## config.mk

```make
export PLATFORM = sky130hd
export DESIGN_NAME = mem_arbiter_rr_flat
export DESIGN_NICKNAME = d
export VERILOG_FILES = /design/src/rtl/mem_arbiter_rr_if.sv /design/src/rtl/mem_arbiter_rr.sv /design/src/flat_wrapper.sv
export SDC_FILE = /design/constraint.sdc
export NUM_CORES = 1
export LEC_CHECK = 0
export CAP_MARGIN = 20
export CORE_AREA = 2 2 163 165
export CTS_CLUSTER_SIZE = 12
export DETAILED_ROUTE_END_ITERATION = 10
export DIE_AREA = 0 0 165 167
export DONT_BUFFER_PORTS = 1
export HOLD_SLACK_MARGIN = 0.08
export PLACE_DENSITY_LB_ADDON = 0.3
export SLEW_MARGIN = 15
export SYNTH_ARGS = -nofsm -noshare
export SYNTH_HDL_FRONTEND = slang
export SYNTH_SLANG_ARGS = --single-unit
```

## constraint.sdc

```tcl
create_clock -name clk -period 4.7 [get_ports clk]
set_input_delay 0.94 -clock clk [delete_from_list [all_inputs] [get_ports clk]]
set_output_delay 0.94 -clock clk [all_outputs]
set_load 0.05 [all_outputs]
```

## src/rtl/mem_arbiter_rr_if.sv

```systemverilog
`default_nettype none
// ============================================================================
//  Module   : mem_arbiter_rr_if
//  Purpose  : Bundle of requester-side and RAM-side signals of the
//             round-robin memory arbiter.
//  Ports    : (interface signals)
//             ch_req/ch_wen/ch_addr/ch_wdata/ch_be - per-channel requests
//             ch_done/ch_rdata/ch_err              - per-channel completion
//             mem_req/mem_wen/mem_addr/mem_wdata/mem_be, mem_ack/mem_rdata
//  Modports : master - the arbiter (drives the RAM bus and completions)
//             slave  - the environment (requesters and the RAM)
//  Revision : 1.0 - initial release
// ============================================================================
interface mem_arbiter_rr_if #(
  parameter int N_CH = 4,
  parameter int AW   = 32,
  parameter int DW   = 32
);
  // Requester side, channel i occupies slice [i*W +: W] of each packed bus
  logic [N_CH-1:0]        ch_req;
  logic [N_CH-1:0]        ch_wen;
  logic [N_CH*AW-1:0]     ch_addr;
  logic [N_CH*DW-1:0]     ch_wdata;
  logic [N_CH*(DW/8)-1:0] ch_be;
  logic [N_CH-1:0]        ch_done;
  logic [DW-1:0]          ch_rdata;
  logic [N_CH-1:0]        ch_err;

  // RAM side
  logic                   mem_req;
  logic                   mem_wen;
  logic [AW-1:0]          mem_addr;
  logic [DW-1:0]          mem_wdata;
  logic [DW/8-1:0]        mem_be;
  logic                   mem_ack;
  logic [DW-1:0]          mem_rdata;

  modport master (
    input  ch_req, ch_wen, ch_addr, ch_wdata, ch_be,
    input  mem_ack, mem_rdata,
    output ch_done, ch_rdata, ch_err,
    output mem_req, mem_wen, mem_addr, mem_wdata, mem_be
  );

  modport slave (
    output ch_req, ch_wen, ch_addr, ch_wdata, ch_be,
    output mem_ack, mem_rdata,
    input  ch_done, ch_rdata, ch_err,
    input  mem_req, mem_wen, mem_addr, mem_wdata, mem_be
  );
endinterface
`default_nettype wire

```

## src/rtl/mem_arbiter_rr.sv

```systemverilog
`default_nettype none
// ============================================================================
//  Module   : mem_arbiter_rr
//  Purpose  : N-channel round-robin arbiter in front of a single-port RAM.
//             One transaction in flight; the granted request is latched into
//             the mem_* registers and held until mem_ack, then the channel
//             gets a one-cycle ch_done pulse with the read data (0 on writes).
//  Ports    : clk  - clock, rising edge
//             rst  - asynchronous active-high reset
//             bus  - mem_arbiter_rr_if.master (channel and RAM signals)
//  Options  : MEM_ARB_TIMEOUT_EN - when defined, a BUSY phase without
//             mem_ack for TIMEOUT cycles completes with ch_done+ch_err and
//             zero read data. When undefined, BUSY waits indefinitely and
//             ch_err is constant 0.
//  Revision : 1.0 - initial release
// ============================================================================
module mem_arbiter_rr #(
  parameter int N_CH    = 4,
  parameter int AW      = 32,
  parameter int DW      = 32,
  parameter int TIMEOUT = 64
) (
  input wire               clk,
  input wire               rst,
  mem_arbiter_rr_if.master bus
);

  localparam int BW = DW / 8;
  localparam int GW = (N_CH > 1) ? $clog2(N_CH) : 1;

  // Stop elaboration on configurations the arbiter is not built for
  if (N_CH < 2 || N_CH > 8 || (DW % 8) != 0 || TIMEOUT < 2) begin : g_bad_params
    $error("mem_arbiter_rr: unsupported parameter set");
  end

  typedef enum logic [1:0] {
    S_IDLE = 2'd0,
    S_BUSY = 2'd1,
    S_RESP = 2'd2
  } state_t;

  state_t          state_q,     state_d;
  logic [GW-1:0]   ptr_q,       ptr_d;
  logic [GW-1:0]   grant_q,     grant_d;
  logic            mem_req_q,   mem_req_d;
  logic            mem_wen_q,   mem_wen_d;
  logic [AW-1:0]   mem_addr_q,  mem_addr_d;
  logic [DW-1:0]   mem_wdata_q, mem_wdata_d;
  logic [BW-1:0]   mem_be_q,    mem_be_d;
  logic [N_CH-1:0] done_q,      done_d;
  logic [DW-1:0]   rdata_q,     rdata_d;

  logic [N_CH-1:0] grant_oh;
  logic            req_any;
  logic [GW-1:0]   req_pick;
  int              rr_idx;

  // Unpacked per-channel views keep the grant mux a plain array index
  logic [AW-1:0]   ch_addr_a  [N_CH];
  logic [DW-1:0]   ch_wdata_a [N_CH];
  logic [BW-1:0]   ch_be_a    [N_CH];

  for (genvar i = 0; i < N_CH; i++) begin : g_unpack
    assign ch_addr_a[i]  = bus.ch_addr[i*AW +: AW];
    assign ch_wdata_a[i] = bus.ch_wdata[i*DW +: DW];
    assign ch_be_a[i]    = bus.ch_be[i*BW +: BW];
  end

`ifdef MEM_ARB_TIMEOUT_EN
  localparam int CW = $clog2(TIMEOUT + 1);

  logic [CW-1:0]   cnt_q, cnt_d;
  logic [CW-1:0]   cnt_inc;
  logic            timeout_hit;
  logic [N_CH-1:0] err_q, err_d;

  // The counter holds the number of completed BUSY cycles without ack;
  // the cycle that would bring it to TIMEOUT ends the wait.
  assign cnt_inc     = cnt_q + 1'b1;
  assign timeout_hit = (cnt_inc == CW'(TIMEOUT));
`endif

  assign grant_oh = N_CH'(1) << grant_q;

  // Round-robin search: walk the offsets from the top down so the smallest
  // offset from ptr that has a request is the last (winning) assignment.
  always_comb begin
    req_any  = 1'b0;
    req_pick = '0;
    rr_idx   = 0;
    for (int k = N_CH - 1; k >= 0; k--) begin
      rr_idx = int'(ptr_q) + k;
      if (rr_idx >= N_CH) begin
        rr_idx = rr_idx - N_CH;
      end
      if (bus.ch_req[GW'(rr_idx)]) begin
        req_any  = 1'b1;
        req_pick = GW'(rr_idx);
      end
    end
  end

  always_comb begin
    state_d     = state_q;
    ptr_d       = ptr_q;
    grant_d     = grant_q;
    mem_req_d   = mem_req_q;
    mem_wen_d   = mem_wen_q;
    mem_addr_d  = mem_addr_q;
    mem_wdata_d = mem_wdata_q;
    mem_be_d    = mem_be_q;
    done_d      = '0;
    rdata_d     = rdata_q;
`ifdef MEM_ARB_TIMEOUT_EN
    cnt_d       = cnt_q;
    err_d       = '0;
`endif

    case (state_q)
      S_IDLE: begin
        if (req_any) begin
          grant_d     = req_pick;
          mem_req_d   = 1'b1;
          mem_wen_d   = bus.ch_wen[req_pick];
          mem_addr_d  = ch_addr_a[req_pick];
          mem_wdata_d = ch_wdata_a[req_pick];
          mem_be_d    = ch_be_a[req_pick];
          state_d     = S_BUSY;
`ifdef MEM_ARB_TIMEOUT_EN
          cnt_d       = '0;
`endif
        end
      end

      S_BUSY: begin
`ifdef MEM_ARB_TIMEOUT_EN
        cnt_d = cnt_inc;
`endif
        // An ack arriving in the timeout cycle still completes normally
        if (bus.mem_ack) begin
          mem_req_d = 1'b0;
          rdata_d   = mem_wen_q ? '0 : bus.mem_rdata;
          done_d    = grant_oh;
          state_d   = S_RESP;
        end
`ifdef MEM_ARB_TIMEOUT_EN
        else if (timeout_hit) begin
          mem_req_d = 1'b0;
          rdata_d   = '0;
          done_d    = grant_oh;
          err_d     = grant_oh;
          state_d   = S_RESP;
        end
`endif
      end

      S_RESP: begin
        // Served channel becomes lowest priority for the next search
        ptr_d   = (grant_q == GW'(N_CH - 1)) ? '0 : grant_q + 1'b1;
        state_d = S_IDLE;
      end

      default: begin
        state_d = S_IDLE;
      end
    endcase
  end

  always_ff @(posedge clk or posedge rst) begin
    if (rst) begin
      state_q     <= S_IDLE;
      ptr_q       <= '0;
      grant_q     <= '0;
      mem_req_q   <= 1'b0;
      mem_wen_q   <= 1'b0;
      mem_addr_q  <= '0;
      mem_wdata_q <= '0;
      mem_be_q    <= '0;
      done_q      <= '0;
      rdata_q     <= '0;
`ifdef MEM_ARB_TIMEOUT_EN
      cnt_q       <= '0;
      err_q       <= '0;
`endif
    end else begin
      state_q     <= state_d;
      ptr_q       <= ptr_d;
      grant_q     <= grant_d;
      mem_req_q   <= mem_req_d;
      mem_wen_q   <= mem_wen_d;
      mem_addr_q  <= mem_addr_d;
      mem_wdata_q <= mem_wdata_d;
      mem_be_q    <= mem_be_d;
      done_q      <= done_d;
      rdata_q     <= rdata_d;
`ifdef MEM_ARB_TIMEOUT_EN
      cnt_q       <= cnt_d;
      err_q       <= err_d;
`endif
    end
  end

  assign bus.mem_req   = mem_req_q;
  assign bus.mem_wen   = mem_wen_q;
  assign bus.mem_addr  = mem_addr_q;
  assign bus.mem_wdata = mem_wdata_q;
  assign bus.mem_be    = mem_be_q;
  assign bus.ch_done   = done_q;
  assign bus.ch_rdata  = rdata_q;
`ifdef MEM_ARB_TIMEOUT_EN
  assign bus.ch_err    = err_q;
`else
  assign bus.ch_err    = '0;
`endif

endmodule
`default_nettype wire
```

## src/flat_wrapper.sv

```systemverilog
// flat-port wrapper written by rule: the top's interface ports become plain ports
module mem_arbiter_rr_flat 
#(
  parameter int N_CH    = 4,
  parameter int AW      = 32,
  parameter int DW      = 32,
  parameter int TIMEOUT = 64
)
  (clk, rst, bus_ch_req, bus_ch_wen, bus_ch_addr, bus_ch_wdata, bus_ch_be, bus_mem_ack, bus_mem_rdata, bus_ch_done, bus_ch_rdata, bus_ch_err, bus_mem_req, bus_mem_wen, bus_mem_addr, bus_mem_wdata, bus_mem_be);
  mem_arbiter_rr_if #(.N_CH(N_CH), .AW(AW), .DW(DW)) bus_i ();
  input wire clk;
  input wire rst;
  input wire logic [$bits(bus_i.ch_req)-1:0] bus_ch_req;
  input wire logic [$bits(bus_i.ch_wen)-1:0] bus_ch_wen;
  input wire logic [$bits(bus_i.ch_addr)-1:0] bus_ch_addr;
  input wire logic [$bits(bus_i.ch_wdata)-1:0] bus_ch_wdata;
  input wire logic [$bits(bus_i.ch_be)-1:0] bus_ch_be;
  input wire logic [$bits(bus_i.mem_ack)-1:0] bus_mem_ack;
  input wire logic [$bits(bus_i.mem_rdata)-1:0] bus_mem_rdata;
  output wire logic [$bits(bus_i.ch_done)-1:0] bus_ch_done;
  output wire logic [$bits(bus_i.ch_rdata)-1:0] bus_ch_rdata;
  output wire logic [$bits(bus_i.ch_err)-1:0] bus_ch_err;
  output wire logic [$bits(bus_i.mem_req)-1:0] bus_mem_req;
  output wire logic [$bits(bus_i.mem_wen)-1:0] bus_mem_wen;
  output wire logic [$bits(bus_i.mem_addr)-1:0] bus_mem_addr;
  output wire logic [$bits(bus_i.mem_wdata)-1:0] bus_mem_wdata;
  output wire logic [$bits(bus_i.mem_be)-1:0] bus_mem_be;
  assign bus_i.ch_req = bus_ch_req;
  assign bus_i.ch_wen = bus_ch_wen;
  assign bus_i.ch_addr = bus_ch_addr;
  assign bus_i.ch_wdata = bus_ch_wdata;
  assign bus_i.ch_be = bus_ch_be;
  assign bus_i.mem_ack = bus_mem_ack;
  assign bus_i.mem_rdata = bus_mem_rdata;
  assign bus_ch_done = bus_i.ch_done;
  assign bus_ch_rdata = bus_i.ch_rdata;
  assign bus_ch_err = bus_i.ch_err;
  assign bus_mem_req = bus_i.mem_req;
  assign bus_mem_wen = bus_i.mem_wen;
  assign bus_mem_addr = bus_i.mem_addr;
  assign bus_mem_wdata = bus_i.mem_wdata;
  assign bus_mem_be = bus_i.mem_be;
  mem_arbiter_rr #(.N_CH(N_CH), .AW(AW), .DW(DW), .TIMEOUT(TIMEOUT)) u_core (.clk(clk), .rst(rst), .bus(bus_i));
endmodule
```

==> results of run 1 <==
## cells by family after synthesis
| family | Yosys count |
|---|---|
| AO/OA/AOI/OAI | 113 |
| multiplexers | 140 |
| adder cells (fa/ha/maj) | 4 |
| flip-flops | 112 |
| other | 1 |
| AND/OR/NAND/NOR | 148 |
| buffers and inverters | 57 |
## routing by layer
metal,up-vias,part of all wire (%),track usage (%)
li1,2032,-,-
met1,2110,41,16.4
met2,228,51,21.3
met3,9,6.8,2.84
met4,0,0.92,2.87
met5,-,0,0
## layout make-up
cell class                      instances  area, µm²
Multi-Input combinational cell        409       3020
Timing Repair Buffer                    9       80.1
Sequential cell                       112       2800
Clock inverter                          7        105
Clock buffer                            9        225
Inverter                                5       21.3
Fill cell                            2754      19100
Tap cell                              335        419
## flip-flops by register name, indices dropped and copies added, names as in the netlist
| signal | flops |
|---|---|
| u_core.bus.mem_addr | 32 |
| u_core.bus.mem_wdata | 32 |
| u_core.bus.ch_rdata | 32 |
| u_core.grant_q | 2 |
| u_core.bus.ch_done | 4 |
| u_core.bus.mem_be | 4 |
| u_core.state_q | 2 |
| u_core.ptr_q | 2 |
| u_core.bus.mem_wen | 1 |
| u_core.bus.mem_req | 1 |
## worst register-to-register path: stages (launching register included)
cell	delay, ns
dfrtp_1	0.51
a21oi_1	0.12
o21a_1	0.21
o221ai_4	0.63
buf_4	0.57
o221ai_1	0.27
## final timing paths
check | slack, ns | endpoint | start | cells past startpoint
max in group asynchronous | 3.30 | u_core.bus.mem_addr[17] | rst | 2
worst max-delay path | 2.10 | u_core.bus.mem_wdata[23] | bus_ch_req[3] | 5
worst min-delay path | 0.48 | u_core.bus.ch_rdata[24] | rst | 1
worst max register to register | 2.25 | u_core.bus.mem_wdata[15] | u_core.ptr_q[1] | 5
min in group clk | 0.52 | u_core.bus.mem_wen | u_core.bus.mem_wen | 2
worst min register to register | 0.52 | u_core.bus.mem_wen | u_core.bus.mem_wen | 2
## synthesized netlist by cell type, types with 2 or more instances
library cell | instances | area, µm²
dfrtp_1 | 112 | 2800
mux2i_1 | 139 | 1390
ha_1 | 4 | 50.1
buf_4 | 4 | 30.0
clkbuf_1 | 23 | 86.3
o21ai_1 | 2 | 10.0
o21ai_0 | 33 | 165
bufbuf_8 | 2 | 37.5
buf_12 | 12 | 240
nand2b_1 | 33 | 206
o221ai_1 | 69 | 604
buf_2 | 9 | 45.0
a21oi_1 | 2 | 10.0
and2_1 | 4 | 25.0
buf_6 | 2 | 22.5
inv_1 | 5 | 18.8
nand2_1 | 105 | 394
## placed cells by master (no fill, tap or decap), types with 2 or more instances in the layout
cell type and n:
a21oi_1 2, and2_1 4, buf_4 8, clkbuf_16 9, clkinv_4 2, clkinv_8 3, conb_1 4, dfrtp_1 112
ha_1 4, inv_1 4, mux2i_1 139, nand2_1 104, nand2b_1 33, o21ai_0 33, o21ai_1 2, o221ai_1 68
o221ai_4 2
## power breakdown
| part | switching, mW | internal (mW) |
|---|---|---|
| Combinational | 0.775 | 0.623 |
| Sequential | 1.84 | 1.37 |
| Clock | 0.420 | 0.433 |
| Total | 3.04 | 2.42 |
==> results.tsv, run 1 <==
metric	value	unit
layout-drive-gt1-share	5.63	%
grt_max_degree	95	
fin_ws	2.10	ns
post-route-util	25.9	%
fin_worst_skew	0.0117	ns
cts_sinks	112	
cts_buffers	9	
syn2layout_area_growth	6.62	%
std_cell_rows	59	
cts_buffer_depth	2	
die_area	27600	µm²
finalCriticalPeriod	2.60	ns
p_leak	3.16	nW
grt_pass1_vias	4266	
required	4.95	ns
ios	425	
crit_chain	nor4_1 -> or3_2 -> buf_4 -> nand2_1 -> o221ai_1	
final_nets	865	
ys.flop_type	dfrtp_1	
cts_tree	built	
ys_ff_latch	112	
status	finished clean	
setup_tns	0	ns
endpoint_kind	flop	
syn_avg_cell_area	10.9	µm²
cp-start-kind	input port	
synth_cells	575	
rsz0062_at_grt	false	
stdcell_area	6670	µm²
path_buf_inv	1	
tightest_slew	0.936	ns
root_buffer	clkbuf_16	
synth_top_family_by_area	multiplexers	
clk_latency	0.36	ns
hp-class	input port to async pin	
maxSlewViolCount	0	
arrival	2.85	ns
dr.pass1.iters	4	
coreArea	25800	µm²
period_share	55.2	%
synth_xor_area_share	0	%
place_inst	870	
fin_cells	886	
synth_edf_count	0	
grt_pass1_wl	26.3	mm
post_cts_buffers	0	
max_stage_delay	0.81	ns
grt-ovfl-total	0	
cap_viol_max_count	0	
relSlewSlack	37.6	%
ant_nets	0	
drt_first_iter_violations	182	
hold_viol	0	
initial_core_util	24.3	%
yosysWarningCount	0	
path_delay_family	simple AND/OR/NAND/NOR gates	
powerDensity	819	nW/µm²
dpl_worst_slack	1.72	ns
die-width	165	µm
max_freq	0.385	GHz
p_total	5.46	mW
viasPerCell	4.94	
yosys.area_share.adder	0.800	%
synth-compound-area-share	13.6	%
hold_buffers	0	
setup_viol	0	
gp_congestion	0.758	
drc	0	
antenna_found_initial	0	
post_drt_wl_per_cell	20.9	µm
cpMaxStageDelayCell	or3_2	
ys_types	32	
vias	4379	
dieHeight	167	µm
irDropWorstVdd	0.238	mV
path_max_fanout	48	
whs	0.482	ns
syn_area	6250	µm²
track_usage	12.6	%
path_class	input port to flop	
portBuffers	0	
yosys-mux-area-fraction	22.4	%
synth_seq_area_share	44.8	%
antenna_cells	0	
htree_levels	3	
ys_async_sr_fraction	100	%
clkSlewWorstSetupHoldPaths	0.09	ns
dpl_cell_area	6340	µm²
wirelength	18.5	mm
dpl.hpwl	14.0	mm
synthSimpleGateAreaFrac	10.6	%
cts-resized-gates	0	
Power figures use the tool's default switching activity.
==> run 2, diff against run 1 <==
clock period = 2.3 ns   (was 4.7 ns; I/O delays follow)
==> run 2 against run 1 <==
Count of clock-buffer cells in the layout is the same. Sequential cell count is the same. Critical path depth grew 1. Sequential share of layout area shrank 1.4 points. Clock skew grew 0.0018 ns. Largest cell class unchanged. Design area grew 3.3%. Global-route usage grew 0.32 points. Register-to-register slack lost 2.1 ns. Core utilization grew 0.86 points.
==> results.tsv, run 2 (same netlist as run 1, synthesis figures left out) <==
metric	value	unit
min_to	u_core.state_q[0]	
htree_levels	3	
grt_use_met2	22.5	%
hp-class	input port to flop	
portBuffers	0	
grt_pass1_wl	27.1	mm
finalCriticalPeriod	2.13	ns
hold_start	bus_mem_ack	
grt_pass1_vias	4495	
coreArea	25800	µm²
rsz0062_at_grt	false	
setup_viol	0	
status	finished clean	
relSlewSlack	61.4	%
powerDensity	1630	nW/µm²
grt_max_degree	67	
cts-resized-gates	0	
ff2ff_path_depth	6	
max_stage_delay	0.44	ns
r2r_start	u_core.ptr_q[1]	
viasPerCell	4.97	
path_class	flop to flop	
cts_buffers	9	
p_leak	3.26	nW
die-width	165	µm
drc	0	
tightest_slew	0.579	ns
period_share	92.6	%
grt_use_met1	15.3	%
ant_nets	0	
max_freq	0.470	GHz
required	2.52	ns
most-common-layout-cells	mux2i_1 (139), dfrtp_1 (112), nand2_1 (104)	
grt-ovfl-total	0	
wirelength	19.1	mm
busiest_layer	met2	
final_nets	880	
arrival	2.35	ns
layout-drive-gt1-share	7.95	%
path_common_cell	buf_12	
initial_core_util	24.3	%
cts_buffer_depth	2	
r2r-end	u_core.bus.mem_addr[8]	
cts_tree	built	
dpl_worst_slack	0.138	ns
cp-start-kind	flop	
gp_congestion	0.883	
dpl.hpwl	14.7	mm
hold_viol	0	
track_usage	13.0	%
cts_sinks	112	
post_cts_buffers	0	
r2r_setup_slack	0.17	ns
met3_usage	2.99	%
cpMaxStageDelayCell	dfrtp_1	
antenna_found_initial	4	
startpoint	u_core.ptr_q[1]	
fin_worst_skew	0.0136	ns
die_area	27600	µm²
irDropWorstVdd	0.654	mV
final_common_cell	mux2i_1	
cap_viol_max_count	0	
maxSlewViolCount	0	
endpoint_kind	flop	
ios	425	
setup_tns	0	ns
dr.pass1.iters	4	
vias	4502	
fin_ws	0.170	ns
crit_chain	or3b_1 -> o221ai_4 -> buf_12 -> buf_12 -> mux2i_1 -> o221ai_1	
path_buf_inv	2	
dieHeight	167	µm
hold_depth	1	
clkSlewWorstSetupHoldPaths	0.08	ns
path_max_fanout	62	
path_delay_family	buffers and inverters	
clk_latency	0.36	ns
std_cell_rows	59	
drt_first_iter_violations	192	
root_buffer	clkbuf_16	
post_drt_wl_per_cell	21.1	µm
fillCellCount	2727	
syn2layout_area_growth	10.2	%
-- run 2: report_power, final --
part / switching [mW] / leakage [nW] / internal (mW)
Combinational: 1.63 / 1.71 / 1.46
Sequential: 3.76 / 1.40 / 2.79
Clock: 0.850 / 0.147 / 0.771
Total: 6.24 / 3.26 / 5.02
-- run 2: cell type report --
class / count / area (µm²) / area share (%)
diodes: 4 / 10.0 / 0.145
clock buffers: 9 / 225 / 3.27
clock inverters: 7 / 75.1 / 1.09
inverters: 5 / 22.5 / 0.327
multi-input cells: 409 / 3020 / 43.8
flip-flops and latches: 112 / 2800 / 40.7
well taps: 335 / 419 / 6.08
repair buffers: 24 / 320 / 4.65
-- run 2: timing repair --
| item | CTS | global route |
|---|---|---|
| hold buffers | 1 | 0 |
| endpoints found under the hold margin | 17 | 0 |
| endpoints found under the setup margin | 0 | 0 |
-- run 2: routing by layer --
layer,vias to the layer above,routed length [µm]
li1,2067,-
met5,-,0
met3,15,1240
met1,2190,7560
met2,230,9880
met4,0,439
-- run 2: worst max-delay path by stage --
stage / end / slack, ns / depth (start not counted)
floorplan: u_core.bus.ch_done[0] / 0.48 / 1
detailed placement: u_core.bus.mem_addr[8] / 0.14 / 6
global route: u_core.bus.mem_addr[8] / 0.05 / 6
finish: u_core.bus.mem_addr[8] / 0.17 / 6
global placement: u_core.bus.mem_addr[4] / 0.18 / 6
CTS: u_core.bus.mem_addr[8] / 0.18 / 6
-- run 2: worst register-to-register path: stages, from the launching register on --
cell and delay [ns]:
dfrtp_1 0.44, or3b_1 0.41, o221ai_4 0.17, buf_12 0.39, buf_12 0.27, mux2i_1 0.18, o221ai_1 0.14
-- run 2: through the flow --
stage	hold slack (ns)	utilization [%]	std cells	instance area, µm²	power (mW)
finish	0.196	26.7	905	6890	11.3
global route	0.169	26.7	905	6890	11.8
CTS	0.170	26.7	901	6880	11.4
detailed placement	0.378	25.5	884	6570	9.74
global placement	0.385	25.5	884	6570	9.71
floorplan	0.455	-	578	6270	9.06
